**src/rtl/tft_power_sequencer_pkg.sv**
```systemverilog
// -----------------------------------------------------------------------------
// tft_power_sequencer_pkg
// Shared definitions for the TFT panel power sequencer:
//   - tft_state_t : FSM state encoding (also the value on the debug 'state' port)
//   - DEF_*       : default timing constants for a 480x272 panel
//   - tft_out_t   : the registered enable bundle driven to the panel
//   - state_outputs() : enable bundle that belongs to each state
//   - is_watched()    : states in which the raster is expected to deliver frames
// -----------------------------------------------------------------------------
package tft_power_sequencer_pkg;

   typedef enum logic [2:0] {
      ST_OFF       = 3'd0,
      ST_VDD_UP    = 3'd1,
      ST_DISP_WAIT = 3'd2,
      ST_RUN       = 3'd3,
      ST_BL_DOWN   = 3'd4,
      ST_DISP_DOWN = 3'd5,
      ST_OFF_HOLD  = 3'd6,
      ST_FAULT     = 3'd7
   } tft_state_t;

   localparam int DEF_VDD_TO_DISP_CYC   = 4500;
   localparam int DEF_FRAMES_TO_BL      = 2;
   localparam int DEF_FRAMES_BL_OFF     = 1;
   localparam int DEF_DISP_TO_VDD_CYC   = 4500;
   localparam int DEF_OFF_MIN_CYC       = 90000;
   localparam int DEF_FRAME_TIMEOUT_CYC = 200000;
   localparam int DEF_CNT_W             = 24;

   // Frame counter width; the count saturates, so frame thresholds above
   // 2**FRM_W are not meaningful.
   localparam int FRM_W = 8;

   typedef struct packed {
      logic vdd;
      logic display;   // also drives raster_run
      logic bl;        // also drives ready
      logic fault;
   } tft_out_t;

   function automatic tft_out_t state_outputs(input tft_state_t s);
      tft_out_t o;
      o = '0;
      case (s)
         ST_VDD_UP:    o.vdd = 1'b1;
         ST_DISP_WAIT: begin o.vdd = 1'b1; o.display = 1'b1; end
         ST_RUN:       begin o.vdd = 1'b1; o.display = 1'b1; o.bl = 1'b1; end
         ST_BL_DOWN:   begin o.vdd = 1'b1; o.display = 1'b1; end
         ST_DISP_DOWN: o.vdd = 1'b1;
         ST_FAULT:     o.fault = 1'b1;
         default:      o = '0;
      endcase
      return o;
   endfunction

   function automatic logic is_watched(input tft_state_t s);
      return (s == ST_DISP_WAIT) || (s == ST_RUN) || (s == ST_BL_DOWN);
   endfunction

endpackage

```
**src/rtl/tft_power_sequencer_timer.sv**
```systemverilog
// -----------------------------------------------------------------------------
// tft_power_sequencer_timer
// Load/decrement down-counter used for the state delays and the frame
// watchdog. i_load has priority and copies i_load_val into the counter; the
// counter then decrements once per cycle and stops at zero (no wrap).
// o_done is high while the count is zero, so a load of N-1 gives a done
// indication in the N-th cycle after the load edge.
// Ports:
//   tft_clk    in          clock
//   rstb       in          synchronous active-low reset (count -> 0)
//   i_load     in          load strobe
//   i_load_val in  CNT_W   value loaded on i_load
//   o_done     out         count is zero
// -----------------------------------------------------------------------------
module tft_power_sequencer_timer #(
   parameter int CNT_W = 24
) (
   input  logic             tft_clk,
   input  logic             rstb,
   input  logic             i_load,
   input  logic [CNT_W-1:0] i_load_val,
   output logic             o_done
);

   localparam logic [CNT_W-1:0] L_ONE = CNT_W'(1);

   logic [CNT_W-1:0] r_cnt;

   always_ff @(posedge tft_clk) begin
      if (!rstb) begin
         r_cnt <= '0;
      end else if (i_load) begin
         r_cnt <= i_load_val;
      end else if (r_cnt != '0) begin
         r_cnt <= r_cnt - L_ONE;
      end
   end

   assign o_done = (r_cnt == '0);

endmodule

```
**src/rtl/tft_power_sequencer.sv**
```systemverilog
// -----------------------------------------------------------------------------
// tft_power_sequencer
// Power/enable controller for the 480x272 TFT datapath. Brings the panel up
// as vdd -> display -> backlight and down in the reverse order, gates the
// raster counter and the backlight PWM, and watches the raster's new_frame
// pulse: if frames stop while the raster should be running, everything is
// dropped at once and a sticky fault is raised until power_req is released.
//
// Interface protocol (no valid/ready handshake in this block):
//   power_req is a level, sampled every cycle; new_frame is a single-cycle
//   pulse and is only acted on in DISP_WAIT, RUN and BL_DOWN. All outputs are
//   registered and change on the same edge as 'state'.
//
// Ports:
//   tft_clk     in      pixel clock
//   rstb        in      synchronous active-low reset
//   power_req   in      1 = panel wanted on
//   new_frame   in      end-of-frame pulse from raster
//   tft_vdd     out     panel supply enable
//   tft_display out     panel DISP enable
//   raster_run  out     raster counter enable (same as tft_display)
//   bl_enable   out     backlight PWM gate
//   ready       out     high only in RUN
//   fault       out     frame-timeout flag, held in FAULT
//   state       out 3   current FSM state (debug)
// -----------------------------------------------------------------------------
module tft_power_sequencer
   import tft_power_sequencer_pkg::*;
#(
   parameter int VDD_TO_DISP_CYC   = DEF_VDD_TO_DISP_CYC,
   parameter int FRAMES_TO_BL      = DEF_FRAMES_TO_BL,
   parameter int FRAMES_BL_OFF     = DEF_FRAMES_BL_OFF,
   parameter int DISP_TO_VDD_CYC   = DEF_DISP_TO_VDD_CYC,
   parameter int OFF_MIN_CYC       = DEF_OFF_MIN_CYC,
   parameter int FRAME_TIMEOUT_CYC = DEF_FRAME_TIMEOUT_CYC,
   parameter int CNT_W             = DEF_CNT_W
) (
   input  logic       tft_clk,
   input  logic       rstb,
   input  logic       power_req,
   input  logic       new_frame,
   output logic       tft_vdd,
   output logic       tft_display,
   output logic       raster_run,
   output logic       bl_enable,
   output logic       ready,
   output logic       fault,
   output logic [2:0] state
);

   // Timers are loaded with N-1 so that a state lasts exactly N cycles.
   localparam logic [CNT_W-1:0] L_VDD_TO_DISP = CNT_W'(VDD_TO_DISP_CYC - 1);
   localparam logic [CNT_W-1:0] L_DISP_TO_VDD = CNT_W'(DISP_TO_VDD_CYC - 1);
   localparam logic [CNT_W-1:0] L_OFF_MIN     = CNT_W'(OFF_MIN_CYC - 1);
   localparam logic [CNT_W-1:0] L_TIMEOUT     = CNT_W'(FRAME_TIMEOUT_CYC - 1);
   // r_frames holds the pulses already seen in the state, so the threshold
   // pulse is the one arriving when r_frames equals target-1.
   localparam logic [FRM_W-1:0] L_FR_TO_BL    = FRM_W'(FRAMES_TO_BL - 1);
   localparam logic [FRM_W-1:0] L_FR_BL_OFF   = FRM_W'(FRAMES_BL_OFF - 1);
   localparam logic [FRM_W-1:0] L_FRM_ONE     = FRM_W'(1);

   tft_state_t       r_state;
   tft_state_t       w_next;
   tft_out_t         r_out;
   tft_out_t         w_out;
   logic [FRM_W-1:0] r_frames;

   logic             w_state_change;
   logic             w_frame_in;
   logic             w_dly_load;
   logic [CNT_W-1:0] w_dly_val;
   logic             w_dly_done;
   logic             w_wd_load;
   logic             w_wd_done;
   logic             w_wd_timeout;

   assign w_state_change = (w_next != r_state);
   assign w_frame_in     = new_frame && is_watched(r_state);
   // A new_frame in the timeout cycle counts as a live raster.
   assign w_wd_timeout   = is_watched(r_state) && w_wd_done && !new_frame;

   // State delay timer: reloaded on every state entry with that state's delay.
   assign w_dly_load = w_state_change;
   always_comb begin
      w_dly_val = '0;
      case (w_next)
         ST_VDD_UP:    w_dly_val = L_VDD_TO_DISP;
         ST_DISP_DOWN: w_dly_val = L_DISP_TO_VDD;
         ST_OFF_HOLD:  w_dly_val = L_OFF_MIN;
         default:      w_dly_val = '0;
      endcase
   end

   // Frame watchdog: restarted on entry to any watched state and on every
   // accepted new_frame.
   assign w_wd_load = (w_state_change && is_watched(w_next)) || w_frame_in;

   tft_power_sequencer_timer #(.CNT_W(CNT_W)) u_dly_timer (
      .tft_clk    (tft_clk),
      .rstb       (rstb),
      .i_load     (w_dly_load),
      .i_load_val (w_dly_val),
      .o_done     (w_dly_done)
   );

   tft_power_sequencer_timer #(.CNT_W(CNT_W)) u_wd_timer (
      .tft_clk    (tft_clk),
      .rstb       (rstb),
      .i_load     (w_wd_load),
      .i_load_val (L_TIMEOUT),
      .o_done     (w_wd_done)
   );

   always_ff @(posedge tft_clk) begin
      if (!rstb) begin
         r_state <= ST_OFF;
      end else begin
         r_state <= w_next;
      end
   end

   // Watchdog expiry outranks everything else in the watched states; in
   // DISP_WAIT a dropped power_req outranks a same-cycle frame.
   always_comb begin
      w_next = r_state;
      case (r_state)
         ST_OFF: begin
            if (power_req) w_next = ST_VDD_UP;
         end
         ST_VDD_UP: begin
            if (!power_req)      w_next = ST_DISP_DOWN;
            else if (w_dly_done) w_next = ST_DISP_WAIT;
         end
         ST_DISP_WAIT: begin
            if (w_wd_timeout)    w_next = ST_FAULT;
            else if (!power_req) w_next = ST_DISP_DOWN;
            else if (new_frame && (r_frames >= L_FR_TO_BL)) w_next = ST_RUN;
         end
         ST_RUN: begin
            if (w_wd_timeout)    w_next = ST_FAULT;
            else if (!power_req) w_next = ST_BL_DOWN;
         end
         ST_BL_DOWN: begin
            // power_req is deliberately ignored: shutdown always completes.
            if (w_wd_timeout) w_next = ST_FAULT;
            else if (new_frame && (r_frames >= L_FR_BL_OFF)) w_next = ST_DISP_DOWN;
         end
         ST_DISP_DOWN: begin
            if (w_dly_done) w_next = ST_OFF_HOLD;
         end
         ST_OFF_HOLD: begin
            if (w_dly_done) w_next = ST_OFF;
         end
         ST_FAULT: begin
            if (!power_req) w_next = ST_OFF_HOLD;
         end
         default: w_next = ST_OFF;
      endcase
   end

   // Frame count restarts on every state change and saturates.
   always_ff @(posedge tft_clk) begin
      if (!rstb) begin
         r_frames <= '0;
      end else if (w_state_change) begin
         r_frames <= '0;
      end else if (w_frame_in && (r_frames != '1)) begin
         r_frames <= r_frames + L_FRM_ONE;
      end
   end

   // Outputs are decoded from the next state so they line up with 'state'.
   assign w_out = state_outputs(w_next);

   always_ff @(posedge tft_clk) begin
      if (!rstb) begin
         r_out <= '0;
      end else begin
         r_out <= w_out;
      end
   end

   assign tft_vdd     = r_out.vdd;
   assign tft_display = r_out.display;
   assign raster_run  = r_out.display;
   assign bl_enable   = r_out.bl;
   assign ready       = r_out.bl;
   assign fault       = r_out.fault;
   assign state       = r_state;

endmodule

```
**config.mk**
```make
export PLATFORM = sky130hd
export DESIGN_NAME = tft_power_sequencer
export DESIGN_NICKNAME = d
export VERILOG_FILES = /design/src/rtl/tft_power_sequencer_pkg.sv /design/src/rtl/tft_power_sequencer_timer.sv /design/src/rtl/tft_power_sequencer.sv
export SDC_FILE = /design/constraint.sdc
export NUM_CORES = 1
export LEC_CHECK = 0
export ABC_CLOCK_PERIOD_IN_PS = 4900
export CAP_MARGIN = 20
export CELL_PAD_IN_SITES_DETAIL_PLACEMENT = 1
export CELL_PAD_IN_SITES_GLOBAL_PLACEMENT = 1
export CORE_MARGIN = 3
export CORE_UTILIZATION = 52
export DETAILED_ROUTE_END_ITERATION = 6
export DONT_BUFFER_PORTS = 1
export GPL_TIMING_DRIVEN = 0
export PLACE_DENSITY_LB_ADDON = 0.1
export SETUP_SLACK_MARGIN = 0.4
export SLEW_MARGIN = 20
export SYNTH_ARGS = -nofsm -noshare
export SYNTH_HDL_FRONTEND = slang
export SYNTH_SLANG_ARGS = --single-unit
```
**constraint.sdc**
```tcl
create_clock -name tft_clk -period 4.9 [get_ports tft_clk]
set_input_delay 0.735 -clock tft_clk [delete_from_list [all_inputs] [get_ports tft_clk]]
set_output_delay 0.735 -clock tft_clk [all_outputs]
set_load 0.03 [all_outputs]
```
Word-level counts from Yosys, hierarchy flattened

Cells that the tools add are included.

Register bits after elaboration: 63
Input bits: 4
Output and inout port bits: 9
Logic and storage cells: 79

Add/subtract/negate cells: 3
$lt $le $gt $ge: 2
Equal/unequal tests: 16
Multiplexer cells: 23
Bitwise gates (word level): 1
Reduce and logical (&&, ||, !) cells: 25

Operators by type and width:

| kind                                                                                 | count |
|---|---|
| 24-bit zero test                                                                     | 2 |
| 24-bit two-way mux                                                                   | 2 |
| 24-bit nonzero test                                                                  | 2 |
| 24-bit by 1-bit subtractor with 24-bit output (second input constant)                | 2 |
| 3-bit two-way mux                                                                    | 13 |
| 18-bit two-way mux                                                                   | 2 |
| 17-bit case mux with 2 select lines                                                  | 1 |
| 3-bit == test (second input constant)                                                | 8 |
| 3-bit case mux with 8 select lines                                                   | 1 |
| 8-bit by 1-bit greater-or-equal comparator with 1-bit output (second input constant) | 2 |
| 3-bit by 2-bit == test with 1-bit output (second input constant)                     | 4 |
| 8-bit by 1-bit adder with 8-bit output (second input constant)                       | 1 |
| 8-bit != test (second input constant)                                                | 1 |
| 1-bit logical AND                                                                    | 7 |
| 3-bit by 1-bit == test with 1-bit output (second input constant)                     | 2 |
| 2-bit OR reduction                                                                   | 3 |
| 1-bit logical OR                                                                     | 5 |
| 5-bit OR reduction                                                                   | 1 |
| 1-bit two-way mux                                                                    | 4 |
| 2-bit nonzero test                                                                   | 2 |
| 3-bit zero test                                                                      | 1 |
| 3-bit != test                                                                        | 1 |
| 3-bit OR reduction                                                                   | 1 |
| 1-bit zero test                                                                      | 1 |
| 1-bit NOT                                                                            | 1 |

Depth between registers and ports, before layout

Word-level depth: 13
Depth in mapped cells: 13
Depth with buffers taken out: 9

By module

A second synthesis with hierarchy kept.

Cells, all modules: 465
Area total of the unflattened synthesis: 3,847.4 µm²

By module, submodules not included:

| module                    | times used | cells an instance | area an instance (µm²) | seq. area each (µm²) |
|---|---|---|---|---|
| tft_power_sequencer_timer | 2          | 162               | 1,361.3                | 480.5 |
| tft_power_sequencer       | 1          | 141               | 1,124.8                | 300.3 |

Worst setup path after synthesis

OpenSTA, ideal clock, no wires.

Path kind: register to register
Start: register u_wd_timer.r_cnt[13]
End: register u_wd_timer.r_cnt[10]
Arrival time: 2,942 ps
Setup slack: 1,838 ps
Stages on the path, launching flop included: 12
Period minus slack after synthesis: 3,062 ps
Cell sequence: dfxtp_1 -> or4_1 -> clkbuf_2 -> or2_1 -> o311a_1 -> o221a_1 -> or3_1 -> buf_2 -> and2_4 -> buf_6 -> buf_6 -> o31a_1

Cells in the longest elaborated chain, start to end: 11
Elaborated cells between the ends (all ways): 18

Ends and longest elaborated chain:

| element                                                         | line                                                                               | text |
|---|---|---|
| start, declared                                                 | tft_power_sequencer_timer.sv:27                                                    | `logic [CNT_W-1:0] r_cnt;` |
| start signal, assigned                                          | tft_power_sequencer_timer.sv:33                                                    | `r_cnt <= i_load_val;` |
| start signal, assigned                                          | tft_power_sequencer_timer.sv:35                                                    | `r_cnt <= r_cnt - L_ONE;` |
| 24-bit zero test                                                | tft_power_sequencer_timer.sv:39                                                    | `assign o_done = (r_cnt == '0);` |
| 1-bit logical AND (2 in series)                                 | tft_power_sequencer.sv:80                                                          | `assign w_wd_timeout = is_watched(r_state) && w_wd_done && !new_frame;` |
| 3-bit two-way mux, on equally long branches                     | tft_power_sequencer.sv:145, tft_power_sequencer.sv:135, tft_power_sequencer.sv:140 |  |
| 3-bit case mux with 8 select lines                              | tft_power_sequencer.sv:126                                                         | `case (r_state)` |
| 3-bit by 2-bit == test with 1-bit output                        | tft_power_sequencer_pkg.sv:58                                                      | `return (s == ST_DISP_WAIT) \|\| (s == ST_RUN) \|\| (s == ST_BL_DOWN);` |
| 1-bit logical OR (2 in series)                                  | tft_power_sequencer_pkg.sv:58                                                      |  |
| 1-bit logical AND                                               | tft_power_sequencer.sv:96                                                          | `assign w_wd_load = (w_state_change && is_watched(w_next)) \|\| w_frame_in;` |
| 1-bit logical OR                                                | tft_power_sequencer.sv:96                                                          |  |
| 18-bit two-way mux / 2-bit nonzero test (equally long branches) | -                                                                                  |  |

Several ways; a longest one is shown, not always the timed one.
A chain may end at the register's enable or synchronous reset.

Worst setup path in the final report

Start: register u_dly_timer.r_cnt[0]
End: register r_frames[7]

Cells in the longest elaborated chain, start to end: 6
Elaborated cells between the ends (all ways): 8

Ends and longest elaborated chain:

| element                                 | line                            | text |
|---|---|---|
| start, declared                         | tft_power_sequencer_timer.sv:27 |  |
| start signal, assigned                  | tft_power_sequencer_timer.sv:33 |  |
| start signal, assigned                  | tft_power_sequencer_timer.sv:35 |  |
| 24-bit zero test (*)                    | tft_power_sequencer_timer.sv:39 |  |
| 3-bit two-way mux                       | tft_power_sequencer.sv:132      | `else if (w_dly_done) w_next = ST_DISP_WAIT;` |
| 3-bit two-way mux                       | tft_power_sequencer.sv:131      | `if (!power_req) w_next = ST_DISP_DOWN;` |
| 3-bit case mux with 8 select lines (*)  | tft_power_sequencer.sv:126      |  |
| 3-bit != test (*)                       | tft_power_sequencer.sv:77       | `assign w_state_change = (w_next != r_state);` |
| 2-bit OR reduction (no source line) (*) | -                               |  |
| end signal, assigned                    | tft_power_sequencer.sv:168      | `r_frames <= r_frames + L_FRM_ONE;` |
| end, declared                           | tft_power_sequencer.sv:66       | `logic [FRM_W-1:0] r_frames;` |

Every way passes the cells marked *; elsewhere a longest branch is shown, timed or not.

==> run summary <==
The run finished with clean final reports. Counting both buffers and inverters, the worst setup path holds a total of 3. Synthesis inferred 63 register bits. The total global routing track utilization was 0.250; the number of library cell types mapped by synthesis was 53. The overall die height is 85.2 um. At the end of routability-driven placement, the weighted congestion stood at 0.857. The repair_antennas step left the layout with diodes totalling 0. The switching power summed over all nets was 0.00110 W. For this design, the sink count on the clock tree is 63. In the final design database the tool counted 410 nets. The tools report the number of hold violations in the final report as 0. The startpoint identified for the worst register-to-register timing path is u_dly_timer.r_cnt[0]$_SDFFE_PN0P_. For this run, the top clock speed supported by timing is 269 MHz. The run gives 0 as the initial antenna violation count.

In this run the static leakage power is 1.34 nW. The highest net fanout along the worst path works out to 10. Counting stages on the worst path, the most repeated cell is clkbuf_1.

The HPWL after detailed placement is 5.99 mm. Setup repair after global routing left no endpoint under its margin. The part of the power in registers came out at 0.319. The commonest register cell after synthesis was dfxtp_1.

The detail route stage leaves a number of antenna-violating nets equal to 0. The logs give 2 for the clock tree buffer depth and 4.24 mm for the detailed route wirelength on metal2. The share of the core filled with cells in the final layout was 0.598; the clock-pin slew on the worst setup and hold paths was 0.07 ns. The routed layout has 2,841 vias. For the pin with the worst max-slew slack, the measured transition is 0.861 ns. STA classifies the critical path startpoint as a flop. In this run the critical register-to-register path is captured at r_frames[7]$_SDFFE_PP0P_.

The worst setup path is captured at a flop. Maximum single-stage delay on the critical path: 0.54 ns. The count of pins over their slew limit is 0.

In this run, synthesis inferred 0 flip-flops with an integrated enable. After detailed routing, the number of remaining DRC violations is 0. The routed design could run at a clock period as short as 3.72 ns. The logs give 0.202 for the clock network power share and 3260 um2 for the summed instance area of the synthesized netlist. The logs give 464 for the cell total after placement and 7250 um2 for the die area. The worst min-delay path class was reg2reg. The beginning of the critical path was u_dly_timer.r_cnt[0]$_SDFFE_PN0P_.

Using the TritonRoute via totals, the vias-per-cell ratio works out to 5.92. The worst register-to-register path has a setup slack of 1.18 ns. The tools report the worst setup skew after layout as 0.00647 ns.

The non-filler instance count after layout came out at 480. The highest routing layer actually used is met4. The effective utilization at floorplan was 0.544; the worst slew margin relative to its limit was 0.422.

The number of global-route vias before repair was 2,993; the cell depth of the worst min-delay path was 2. The quantity of I/O buffers inserted on ports came out at 0. For hold timing, the worst endpoint is u_wd_timer.r_cnt[7]$_SDFFE_PP0P_. Synthesis warning total: 0.

Post-CTS repair changed the size of 0 cells. The clock latency on the worst-skew pair is 0.35 ns. The worst-case IR drop observed on VDD is 0.416 mV. TritonCTS built the clock tree. The number of maximum-capacitance constraint violations came out at 0. The multi-input combinational cells in the finished layout cover a total of 1860 um2. Global-route wire length before repair: 14.5 mm. The internal portion of the total power is 0.00149 W. On the critical path the largest part of the delay comes from simple AND/OR/NAND/NOR gates. The critical path goes through inv_1, ha_1, nor4b_1, nand4b_1, or3b_1, clkbuf_1, o211ai_1, nor3_1, nand2_1, clkbuf_1, nor2_1.

The routed design has 8.36 mm of wire. The share of the clock period used by the worst path was 0.758. Adding up every negative setup slack in the final design gives 0 ns.

The detailed router put a total of 3.70 mm of wire on met1. The pre-antenna-repair detailed-routing pass consisted of 5 iterations. The number of cells on the worst reg-to-reg path was 11.

The number of buffers inserted for hold repair after clock tree synthesis was 0; the fraction of final layout cells with drive strength greater than 1 was 0.0691. The required time of the critical path came out at 5.12 ns. Measured along the x axis, the die boundary spans 85.2 um. Synthesis produced a netlist with a net count of 399. Data arrives at the worst endpoint at 3.94 ns. The share of flip-flops with an asynchronous set or reset is 0. The initialized floorplan defines 28 standard-cell rows. Entering global routing, the biggest net connects 12 pins. Relative to the synthesized area, the layout overhead comes to 9.98%.

In the final routed layout, each cell accounts on average for 17.4 um. The proportion of synthesized chip area in sequential cells came out at 0.387. The cell count after synthesis came out at 389.

Average cell area after synthesis: 8.38 um2. The worst hold path begins at u_wd_timer.r_cnt[7]$_SDFFE_PP0P_. The total global routing overflow is 0. The number of inserted filler cells in the final layout is 739, and the level count of the clock H-tree is 3. The number of buffers added by the clock tree synthesis step was 9.

The slowest stage of the critical path is the nor4b_1 cell. For the top-level port count, the log shows 13. Placeable core region: 5990 um2. The start-to-end type of the worst setup path was reg2reg. Buffer type at the clock tree root: clkbuf_8.

The switching power as a share of total power is 0.425, and the number of failing setup endpoints in the final timing report is 0. The number of setup buffers added after CTS is 0. The power density over the cells works out to 725 nW/um2. The flip-flop and latch area came out at 1260 um2.

The power share of the combinational group is 0.480, and the wire length on met3 is 186 um. The detailed router finished its first iteration with 108 violations.
-- layout by cell type (no fill, tap or decap), types with 12 or more instances in the layout --
cell type,Yosys,layout
dfxtp_1,63,63
nor2_1,52,52
nor3_1,33,33
xnor2_1,33,33
nand2_1,28,28
nor4_1,18,18
xor2_1,15,15
o21ai_0,14,14
inv_1,12,12
o31a_1,12,12
-- worst max-delay path by stage --
| stage | end | depth (start not counted) |
|---|---|---|
| after detailed placement | r_frames[0]$_SDFFE_PP0P_ | 11 |
| final | r_frames[7]$_SDFFE_PP0P_ | 11 |
| after global placement | r_frames[2]$_SDFFE_PP0P_ | 11 |
| after CTS | r_frames[7]$_SDFFE_PP0P_ | 11 |
| after floorplan | u_wd_timer.r_cnt[10]$_SDFFE_PN0P_ | 11 |
| after global routing | r_frames[0]$_SDFFE_PP0P_ | 11 |
-- worst reg2reg max path, delay by kind of cell (launching register included) --
kind                     cells  cell delay (ns)
AO/OA/AOI/OAI                1             0.28
adder cells (fa/ha/maj)      1             0.22
buffers and inverters        3             0.69
flip-flops                   1             0.31
AND/OR/NAND/NOR              6             2.06
-- cells in the mapped netlist, types with 2 or more instances --
master	n	area [um2]
a211oi_1	7	52.6
a21oi_1	11	55.1
a311oi_1	2	17.5
and2_1	3	18.8
buf_2	2	10.0
buf_4	2	15.0
buf_6	2	22.5
clkbuf_1	11	41.3
dfxtp_1	63	1260
ha_1	6	75.1
inv_1	12	45.0
mux2i_1	2	20.0
nand2_1	28	105
nand2b_1	4	25.0
nand3_1	5	25.0
nand3b_1	2	15.0
nand4_1	6	37.5
nand4b_1	2	17.5
nor2_1	52	195
nor2b_1	4	25.0
nor3_1	33	165
nor4_1	18	113
nor4b_1	3	26.3
o211ai_1	2	15.0
o21ai_0	14	70.1
o31a_1	12	105
or3_1	6	37.5
or4_1	4	30.0
xnor2_1	33	289
xor2_1	15	131
-- metrics by stage --
| stage | setup slack (ns) | power [W] | hold slack (ns) | cell area (um2) |
|---|---|---|---|---|
| after CTS | 1.13 | 0.00261 | 0.483 | 3580 |
| after detailed placement | 1.18 | 0.00206 | 0.473 | 3350 |
| after global routing | 0.798 | 0.00281 | 0.537 | 3580 |
| after global placement | 1.30 | 0.00202 | 0.457 | 3350 |
| final | 1.18 | 0.00260 | 0.486 | 3580 |
| after floorplan | 1.84 | 0.00179 | 0.440 | 3260 |
-- flip-flops by register name, indices dropped and copies added, names as in the netlist --
name               count
fault                  1
tft_vdd                1
r_frames               8
u_wd_timer.r_cnt      24
state                  3
bl_enable              1
raster_run             1
u_dly_timer.r_cnt     24
-- cell families after synthesis --
group | share of synthesized area
adders and majority gates | 0.0261
muxes | 0.00614
and+or+nand+nor | 0.273
AOI/OAI and AO/OA | 0.136
buffers and inverters | 0.0426
xor gates and xnor gates | 0.129
DFF | 0.387
-- power groups by stage --
stage | combinational (W) | sequential (W) | clock [W]
floorplan | 0.000986 | 0.000799 | 0
global placement | 0.00119 | 0.000827 | 0
detailed placement | 0.00123 | 0.000836 | 0
CTS | 0.00125 | 0.000827 | 0.000532
global route | 0.00140 | 0.000852 | 0.000558
finish | 0.00125 | 0.000828 | 0.000524
-- cell type report --
type                    instances  share of cell area
multi-input cells             296               0.519
flip-flops and latches         63               0.352
clock buffers                  11              0.0422
plain buffers                  18              0.0262
well taps                      75              0.0262
clock inverters                 5              0.0223
inverters                      12              0.0126
-- layer usage --
layer / vias up / GRT usage
li1: 1414 / -
met1: 1371 / 0.305
met2: 37 / 0.424
met3: 19 / 0.0485
met4: 0 / 0.112
met5: - / 0
Power figures use the tool's default switching activity.
